==> config.mk <==
export PLATFORM = sky130hd
export DESIGN_NAME = min_reduce_ctrl_flat
export DESIGN_NICKNAME = d
export VERILOG_FILES = /design/src/rtl/min_reduce_ctrl_pkg.sv /design/src/rtl/min_reduce_ctrl_if.sv /design/src/rtl/gt_uint_nbit.sv /design/src/rtl/min_reduce_ctrl.sv /design/src/flat_wrapper.sv
export SDC_FILE = /design/constraint.sdc
export NUM_CORES = 1
export LEC_CHECK = 0
export CAP_MARGIN = 30
export CELL_PAD_IN_SITES_DETAIL_PLACEMENT = 0
export CELL_PAD_IN_SITES_GLOBAL_PLACEMENT = 2
export CORE_ASPECT_RATIO = 0.8
export CORE_UTILIZATION = 30
export DETAILED_ROUTE_END_ITERATION = 12
export GPL_ROUTABILITY_DRIVEN = 0
export PLACE_DENSITY = 0.85
export SETUP_SLACK_MARGIN = 0.3
export SLEW_MARGIN = 20
export SYNTH_ARGS = -nofsm -noshare
export SYNTH_HDL_FRONTEND = slang
export SYNTH_SLANG_ARGS = --single-unit
==> constraint.sdc <==
create_clock -name clk -period 2.6 [get_ports clk]
set_input_delay 0.78 -clock clk [delete_from_list [all_inputs] [get_ports clk]]
set_output_delay 0.78 -clock clk [all_outputs]
set_load 0.1 [all_outputs]
==> src/rtl/min_reduce_ctrl_pkg.sv <==
// Shared types and helpers for the streaming minimum-reduction controller.
package min_reduce_ctrl_pkg;

    typedef enum logic [1:0] {
        StIdle = 2'd0,
        StRun  = 2'd1,
        StDone = 2'd2
    } state_e;

    // Index width never drops below one bit, even for a single-element reduction.
    function automatic int unsigned clog2_min1(input int unsigned n);
        return (n <= 2) ? 1 : $clog2(n);
    endfunction

endpackage

==> src/rtl/min_reduce_ctrl_if.sv <==
// Producer stream and consumer result handshakes of the min-reduction controller.
interface min_reduce_ctrl_if #(
    parameter int unsigned WIDTH = 8,
    parameter int unsigned IDX_W = 4
);
    logic             in_valid;
    logic             in_ready;
    logic [WIDTH-1:0] in_data;
    logic             out_valid;
    logic             out_ready;
    logic [WIDTH-1:0] out_min;
    logic [IDX_W-1:0] out_idx;

    modport master (
        output in_valid, in_data, out_ready,
        input  in_ready, out_valid, out_min, out_idx
    );

    modport slave (
        input  in_valid, in_data, out_ready,
        output in_ready, out_valid, out_min, out_idx
    );
endinterface

==> src/rtl/gt_uint_nbit.sv <==
// Unsigned strictly-greater-than comparator over the full operand width.
module gt_uint_nbit #(
    parameter int unsigned WIDTH = 8
) (
    input  logic [WIDTH-1:0] a_i,
    input  logic [WIDTH-1:0] b_i,
    output logic             gt_o
);
    assign gt_o = (a_i > b_i);
endmodule

==> src/rtl/min_reduce_ctrl.sv <==
// Streams COUNT elements through one shared comparator and reports the minimum
// value together with the index of its first occurrence.
module min_reduce_ctrl
    import min_reduce_ctrl_pkg::*;
#(
    parameter int unsigned WIDTH = 8,
    parameter int unsigned COUNT = 16,
    parameter int unsigned IDX_W = clog2_min1(COUNT)
) (
    input  logic                clk,
    input  logic                rst_n,
    input  logic                start,
    input  logic                clr,
    output logic                busy,
    min_reduce_ctrl_if.slave    bus
);
    localparam int unsigned CntW = IDX_W + 1;

    state_e            state_q, state_d;
    logic [CntW-1:0]   cnt_q, cnt_d;
    logic [WIDTH-1:0]  cur_min_q, cur_min_d;
    logic [IDX_W-1:0]  cur_idx_q, cur_idx_d;
    logic              gt;
    logic              accept;

    gt_uint_nbit #(
        .WIDTH (WIDTH)
    ) u_gt (
        .a_i  (cur_min_q),
        .b_i  (bus.in_data),
        .gt_o (gt)
    );

    assign bus.in_ready  = (state_q == StRun);
    assign bus.out_valid = (state_q == StDone);
    assign busy          = (state_q == StRun) || (state_q == StDone);
    assign bus.out_min   = cur_min_q;
    assign bus.out_idx   = cur_idx_q;
    assign accept        = bus.in_valid && bus.in_ready;

    always_comb begin
        state_d   = state_q;
        cnt_d     = cnt_q;
        cur_min_d = cur_min_q;
        cur_idx_d = cur_idx_q;
        case (state_q)
            StRun: begin
                if (accept) begin
                    // First element seeds the running minimum; later ties keep the earlier index.
                    if (cnt_q == '0) begin
                        cur_min_d = bus.in_data;
                        cur_idx_d = '0;
                    end else if (gt) begin
                        cur_min_d = bus.in_data;
                        cur_idx_d = cnt_q[IDX_W-1:0];
                    end
                    cnt_d = cnt_q + 1'b1;
                    if (cnt_q == CntW'(COUNT - 1)) begin
                        state_d = StDone;
                    end
                end
            end
            StDone: begin
                if (bus.out_ready) begin
                    state_d = StIdle;
                end
            end
            default: begin
                // Unused encoding 3 behaves as idle.
                state_d = StIdle;
                if (start) begin
                    state_d = StRun;
                    cnt_d   = '0;
                end
            end
        endcase
        if (clr) begin
            state_d = StIdle;
            cnt_d   = '0;
        end
    end

    always_ff @(posedge clk or negedge rst_n) begin
        if (!rst_n) begin
            state_q   <= StIdle;
            cnt_q     <= '0;
            cur_min_q <= '0;
            cur_idx_q <= '0;
        end else begin
            state_q   <= state_d;
            cnt_q     <= cnt_d;
            cur_min_q <= cur_min_d;
            cur_idx_q <= cur_idx_d;
        end
    end

endmodule
==> src/flat_wrapper.sv <==
// flat-port wrapper written by rule: the top's interface ports become plain ports
module min_reduce_ctrl_flat import min_reduce_ctrl_pkg::*;
#(
    parameter int unsigned WIDTH = 8,
    parameter int unsigned COUNT = 16,
    parameter int unsigned IDX_W = clog2_min1(COUNT)
)
  (clk, rst_n, start, clr, busy, bus_in_valid, bus_in_data, bus_out_ready, bus_in_ready, bus_out_valid, bus_out_min, bus_out_idx);
  min_reduce_ctrl_if #(.WIDTH(WIDTH), .IDX_W(IDX_W)) bus_i ();
  input  logic clk;
  input  logic rst_n;
  input  logic start;
  input  logic clr;
  output logic busy;
  input wire logic [$bits(bus_i.in_valid)-1:0] bus_in_valid;
  input wire logic [$bits(bus_i.in_data)-1:0] bus_in_data;
  input wire logic [$bits(bus_i.out_ready)-1:0] bus_out_ready;
  output wire logic [$bits(bus_i.in_ready)-1:0] bus_in_ready;
  output wire logic [$bits(bus_i.out_valid)-1:0] bus_out_valid;
  output wire logic [$bits(bus_i.out_min)-1:0] bus_out_min;
  output wire logic [$bits(bus_i.out_idx)-1:0] bus_out_idx;
  assign bus_i.in_valid = bus_in_valid;
  assign bus_i.in_data = bus_in_data;
  assign bus_i.out_ready = bus_out_ready;
  assign bus_in_ready = bus_i.in_ready;
  assign bus_out_valid = bus_i.out_valid;
  assign bus_out_min = bus_i.out_min;
  assign bus_out_idx = bus_i.out_idx;
  min_reduce_ctrl #(.WIDTH(WIDTH), .COUNT(COUNT), .IDX_W(IDX_W)) u_core (.clk(clk), .rst_n(rst_n), .start(start), .clr(clr), .busy(busy), .bus(bus_i));
endmodule
### Yosys cells after proc, flatten, opt, wreduce, memory -nomap -nowiden

Cells that the tools add are included.

| word-level totals | value |
|---|---|
| register bits | 19 |
| input bits | 14 |
| word-level logic and storage cells | 35 |

| operators by class | value |
|---|---|
| add/sub/neg operators | 1 |
| order comparisons | 1 |
| eq/ne operators | 7 |
| muxes and demuxes | 14 |
| reductions and logical operators | 8 |

Operators with widths:

| cell | count |
|---|---|
| $mux W8 | 2 |
| $mux W5 | 3 |
| $pmux W5 S2 | 1 |
| $ne A3 B3 Y1 const B | 3 |
| $reduce_and A3 Y1 | 3 |
| $gt A8 B8 Y1 | 1 |
| $mux W2 | 4 |
| $mux W4 | 2 |
| $add A5 B1 Y5 const B | 1 |
| $eq A5 B4 Y1 const B | 1 |
| $logic_not A5 Y1 | 1 |
| $pmux W2 S2 | 1 |
| $reduce_bool A3 Y1 | 1 |
| $eq A2 B1 Y1 const B | 1 |
| $eq A2 B2 Y1 const B | 1 |
| $ne A2 B2 Y1 const B | 1 |
| $reduce_bool A2 Y1 | 1 |
| $logic_and A1 B1 Y1 | 1 |
| $logic_or A1 B1 Y1 | 1 |
| $mux W1 | 1 |

### Longest topological paths before layout

| depth | value |
|---|---|
| word-level depth | 5 |
| mapped depth | 8 |

### Hierarchy

Synthesis repeated with hierarchy kept, for this count alone.

| second synthesis, totals | value |
|---|---|
| cell total of the unflattened synthesis | 105 |
| area, all modules | 1,193.6 um2 |

By module, submodules not included:

| module | times used | cells each | area an instance (um2) | sequential area each (um2) |
|---|---|---|---|---|
| min_reduce_ctrl | 1 | 78 | 983.4 | 475.5 |
| gt_uint_nbit | 1 | 27 | 210.2 | 0.0 |

### Least setup slack after synthesis

OpenSTA, ideal clock, no wires.

| path | value |
|---|---|
| path type | register to register |
| from | reg u_core.state_q[1] |
| to | reg u_core.cur_min_q[2], in the netlist u_core.bus.out_min[2] |
| library setup time | 0.126 ns |
| arrival time | 2.436 ns |
| slack | 0.038 ns |
| cell stages (with the launch flop) | 9 |
| period minus slack after synthesis | 2.562 ns |
| path through | dfrtp_1 > inv_1 > ha_1 > nand2_1 > o21bai_1 > o22a_1 > o21a_2 > buf_6 > mux2_4 |

| on the way | value |
|---|---|
| cells in the longest elaborated chain, start to end | 3 |

RTL lines:

| element | line | text |
|---|---|---|
| start, declared | min_reduce_ctrl.sv:19 | `state_e state_q, state_d;` |
| start signal, assigned | min_reduce_ctrl.sv:85 | `state_q <= StIdle;` |
| start signal, assigned | min_reduce_ctrl.sv:90 | `state_q <= state_d;` |
| $eq A2 B1 Y1 * | min_reduce_ctrl.sv:34 | `assign bus.in_ready = (state_q == StRun);` |
| net bus_in_ready | flat_wrapper.sv:18 | `output wire logic [$bits(bus_i.in_ready)-1:0] bus_in_ready;` |
| $logic_and A1 B1 Y1 | min_reduce_ctrl.sv:39 | `assign accept = bus.in_valid && bus.in_ready;` |
| $reduce_and A3 Y1 (no line) * | -- |  |
| end signal, assigned | min_reduce_ctrl.sv:92 | `cur_min_q <= cur_min_d;` |
| end, declared | min_reduce_ctrl.sv:21 | `logic [WIDTH-1:0] cur_min_q, cur_min_d;` |

Mark *: on every way through the listed nets, which the timed path passes. The rest lies on a longest branch.
A chain may end at the register's enable or synchronous reset.

### Worst setup path in the final report

| path | value |
|---|---|
| from | in bus_in_data[0] |
| to | reg u_core.cur_min_q[1], in the netlist u_core.bus.out_min[1] |

| on the way | value |
|---|---|
| cells in the longest elaborated chain, start to end | 3 |

RTL lines:

| element | line | text |
|---|---|---|
| start, declared | flat_wrapper.sv:16 | `input wire logic [$bits(bus_i.in_data)-1:0] bus_in_data;` |
| $gt A8 B8 Y1 | gt_uint_nbit.sv:9 | `assign gt_o = (a_i > b_i);` |
| $reduce_bool A2 Y1 (no line) | -- |  |
| $reduce_and A3 Y1 (no line) | -- |  |

No other way between the ends.

==> flow_summary.json <==
{
  "cts_tree": "done",
  "io_pins": 29,
  "path_clk_slew_ps": 70,
  "hold_buffers": 0,
  "viasPerCell": 5.02,
  "synth_area_mm2": 0.00116,
  "synth_top_area_share_pct": 41.0,
  "critPathRequiredTime_ps": 2740,
  "final_cell_area_mm2": 0.00168,
  "fin_cells": 191,
  "grt_usage_pct": 14.9,
  "layout-drive-gt1-share_pct": 47.7,
  "clk_latency_ps": 260,
  "syn_area_per_cell_um2": 10.6,
  "power_density_mw_per_mm2": 980,
  "synth_ff_type": "dfrtp_1",
  "clockBufferDepth": 2,
  "crit_slowest_cell": "mux2_2",
  "cp.buffers_inverters": 1,
  "h-tree-depth": 1,
  "p_leak_nw": 0.747,
  "grt_pass1_vias": 1006,
  "slew_violations": 0,
  "yosysMostFrequentCell": "dfrtp_1",
  "period_needed_ps": 2260,
  "place_ws_ps": -357,
  "power_switching_w": 0.000844,
  "cts-root-buf": "clkbuf_8",
  "path_cells": "dlygate4sd2_1, ha_1, nand4_1, o21bai_2, o22a_1, o21a_4, mux2_2",
  "crit_family": "compound AO/OA/AOI/OAI gates",
  "dpl.cell_count": 185,
  "power.share.sequential_pct": 27.4,
  "synth-edff-count": 0,
  "max_slew_margin_pct": 62.6,
  "grt_start_max_net_pins": 20,
  "rows": 19,
  "ant_nets": 0,
  "drt_iter0_drc": 19,
  "placed_area_mm2": 0.00157,
  "start_kind": "primary input",
  "cp_slowest_stage_delay_ps": 340,
  "finalClockSkew_ps": 5.39,
  "fin_nets": 177,
  "p_clk_share_pct": 12.7,
  "tightest_slew_ps": 557,
  "drc": 0,
  "vias": 959,
  "synthCells": 109,
  "cts_inserted_buffers": 3,
  "finalSetupViolCount": 0,
  "ys_seq_area_share_pct": 41.0,
  "status": "complete, no violations",
  "hold_viol": 0,
  "postSynth.asyncResetShare_pct": 100,
  "synth_top_area_cell": "dfrtp_1",
  "antenna_found_initial": 0,
  "max_freq_mhz": 443,
  "min_path_cells": 1,
  "end_kind": "flop",
  "setup_tns_ps": 0,
  "setup_slack_ps": 342,
  "grt_overflow": 0,
  "crit_arrival_ps": 2400,
  "maxCapViolations": 0,
  "synth_nets": 136,
  "min_path_type": "flop to flop",
  "dp_hpwl_um": 2040,
  "start_util_pct": 32.5,
  "fin_crit_sh_pct": 86.8,
  "yosys_register_bits": 19,
  "dieArea_mm2": 0.00412,
  "grt_pass1_wl_um": 4750,
  "synthTopCellsByCount": "19 x dfrtp_1, 15 x inv_1, 13 x ha_1",
  "synth_cell_types": 35,
  "wl_per_cell_um": 14.2,
  "io_buffers": 28,
  "switching_share_pct": 51.4,
  "ff2ff_path_depth": 7,
  "ys_warn_count": 0,
  "core_mm2": 0.00357,
  "routed_wl_um": 2720,
  "crit_type": "primary input to flop",
  "power_frac_comb_pct": 59.9,
  "grt_setup_unrepaired": "yes",
  "p_int_w": 0.000799,
  "area_growth_pct": 44.7,
  "synth_area_leaders": "dfrtp_1 41%, ha_1 14%, mux2_4 6.5%",
  "die_w_um": 71.5,
  "cp.depth": 7,
  "cts.sink_count": 19,
  "num_antenna_cells": 0,
  "peakVddDrop_uv": 370,
  "die_h_um": 57.6,
  "firstDrtPassIters": 4,
  "worstPathMaxFanout": 5
}
==> final timing paths <==
path | start | to | slack, ps
min in group asynchronous | rst_n | u_core.bus.out_idx[0] | 860
setup / recovery | bus_in_data[0] | u_core.bus.out_min[1] | 340
hold / removal | u_core.bus.out_idx[1] | u_core.bus.out_idx[1] | 510
hold reg to reg | u_core.bus.out_idx[1] | u_core.bus.out_idx[1] | 510
setup reg to reg | u_core.cnt_q[0] | u_core.bus.out_idx[2] | 540
max in group asynchronous | rst_n | u_core.bus.out_min[5] | 1510
==> power by group through the flow <==
stage | Sequential [W] | Clock (W) | Combinational, W
after floorplan | 0.000888 | 0 | 0.000266
after global placement | 0.000436 | 0 | 0.000926
after detailed placement | 0.000443 | 0 | 0.000935
after CTS | 0.000446 | 0.000219 | 0.000970
after global routing | 0.000459 | 0.000231 | 0.00104
final | 0.000450 | 0.000208 | 0.000985
==> cell families after synthesis <==
group           count (synthesis)  share of synthesized area, %
mux                             7                          8.42
fa+ha+maj                      13                          14.0
simple gates                   25                          12.4
xor+xnor                        2                          1.51
flops                          19                          41.0
buf+inv                        16                          5.83
compound gates                 27                          16.7
==> metrics by stage <==
| stage | power (W) | utilization, % | hold WS, ps |
|---|---|---|---|
| floorplan | 0.00115 | - | 484 |
| global placement | 0.00136 | 44.0 | 491 |
| detailed placement | 0.00138 | 44.0 | 489 |
| CTS | 0.00163 | 46.9 | 510 |
| global route | 0.00173 | 47.0 | 532 |
| finish | 0.00164 | 47.0 | 506 |
==> area by class of cell <==
cell class,instances,area [um^2]
Clock buffer,3,41.3
Clock inverter,1,7.51
Fill cell,346,1890
Inverter,15,56.3
Multi-Input combinational cell,75,717
Sequential cell,19,485
Tap cell,42,52.6
Timing Repair Buffer,36,317
==> layer usage <==
layer / track usage (%) / routed length [um]
met1: 19.5 / 1300
met2: 24.6 / 1300
met3: 4.59 / 111
met5: 0 / 0
met4: 3.36 / 16
==> placed cells by master, fill, tap and decap left out, drive strengths merged, types with 2 or more instances in the layout <==
| cell | instances |
|---|---|
| dfrtp | 19 |
| nand2 | 2 |
| xnor2 | 2 |
| a32o | 2 |
| a22o | 2 |
| inv | 15 |
| ha | 13 |
| nand3b | 2 |
| o21a | 3 |
| buf | 23 |
| clkbuf | 9 |
| a21oi | 7 |
| nor2b | 2 |
| o21bai | 2 |
| nand4 | 2 |
| nand3 | 4 |
| clkdlybuf4s50 | 5 |
| o21ai | 4 |
| mux2 | 7 |
| nor2 | 7 |
==> registers in the layout (all words and copies together), names as in the netlist <==
signal              flops
u_core.bus.out_idx      4
u_core.bus.out_min      8
u_core.cnt_q            5
u_core.state_q          2
==> repair_timing <==
action / 4_1_cts / 5_1_grt
resized for setup: 20 / 16
cloned: 1 / 0
setup buffers: 1 / 0
pin swaps: 6 / 6
setup endpoints to repair: 12 / 12
No activity file was read; power rests on OpenSTA's default activity.
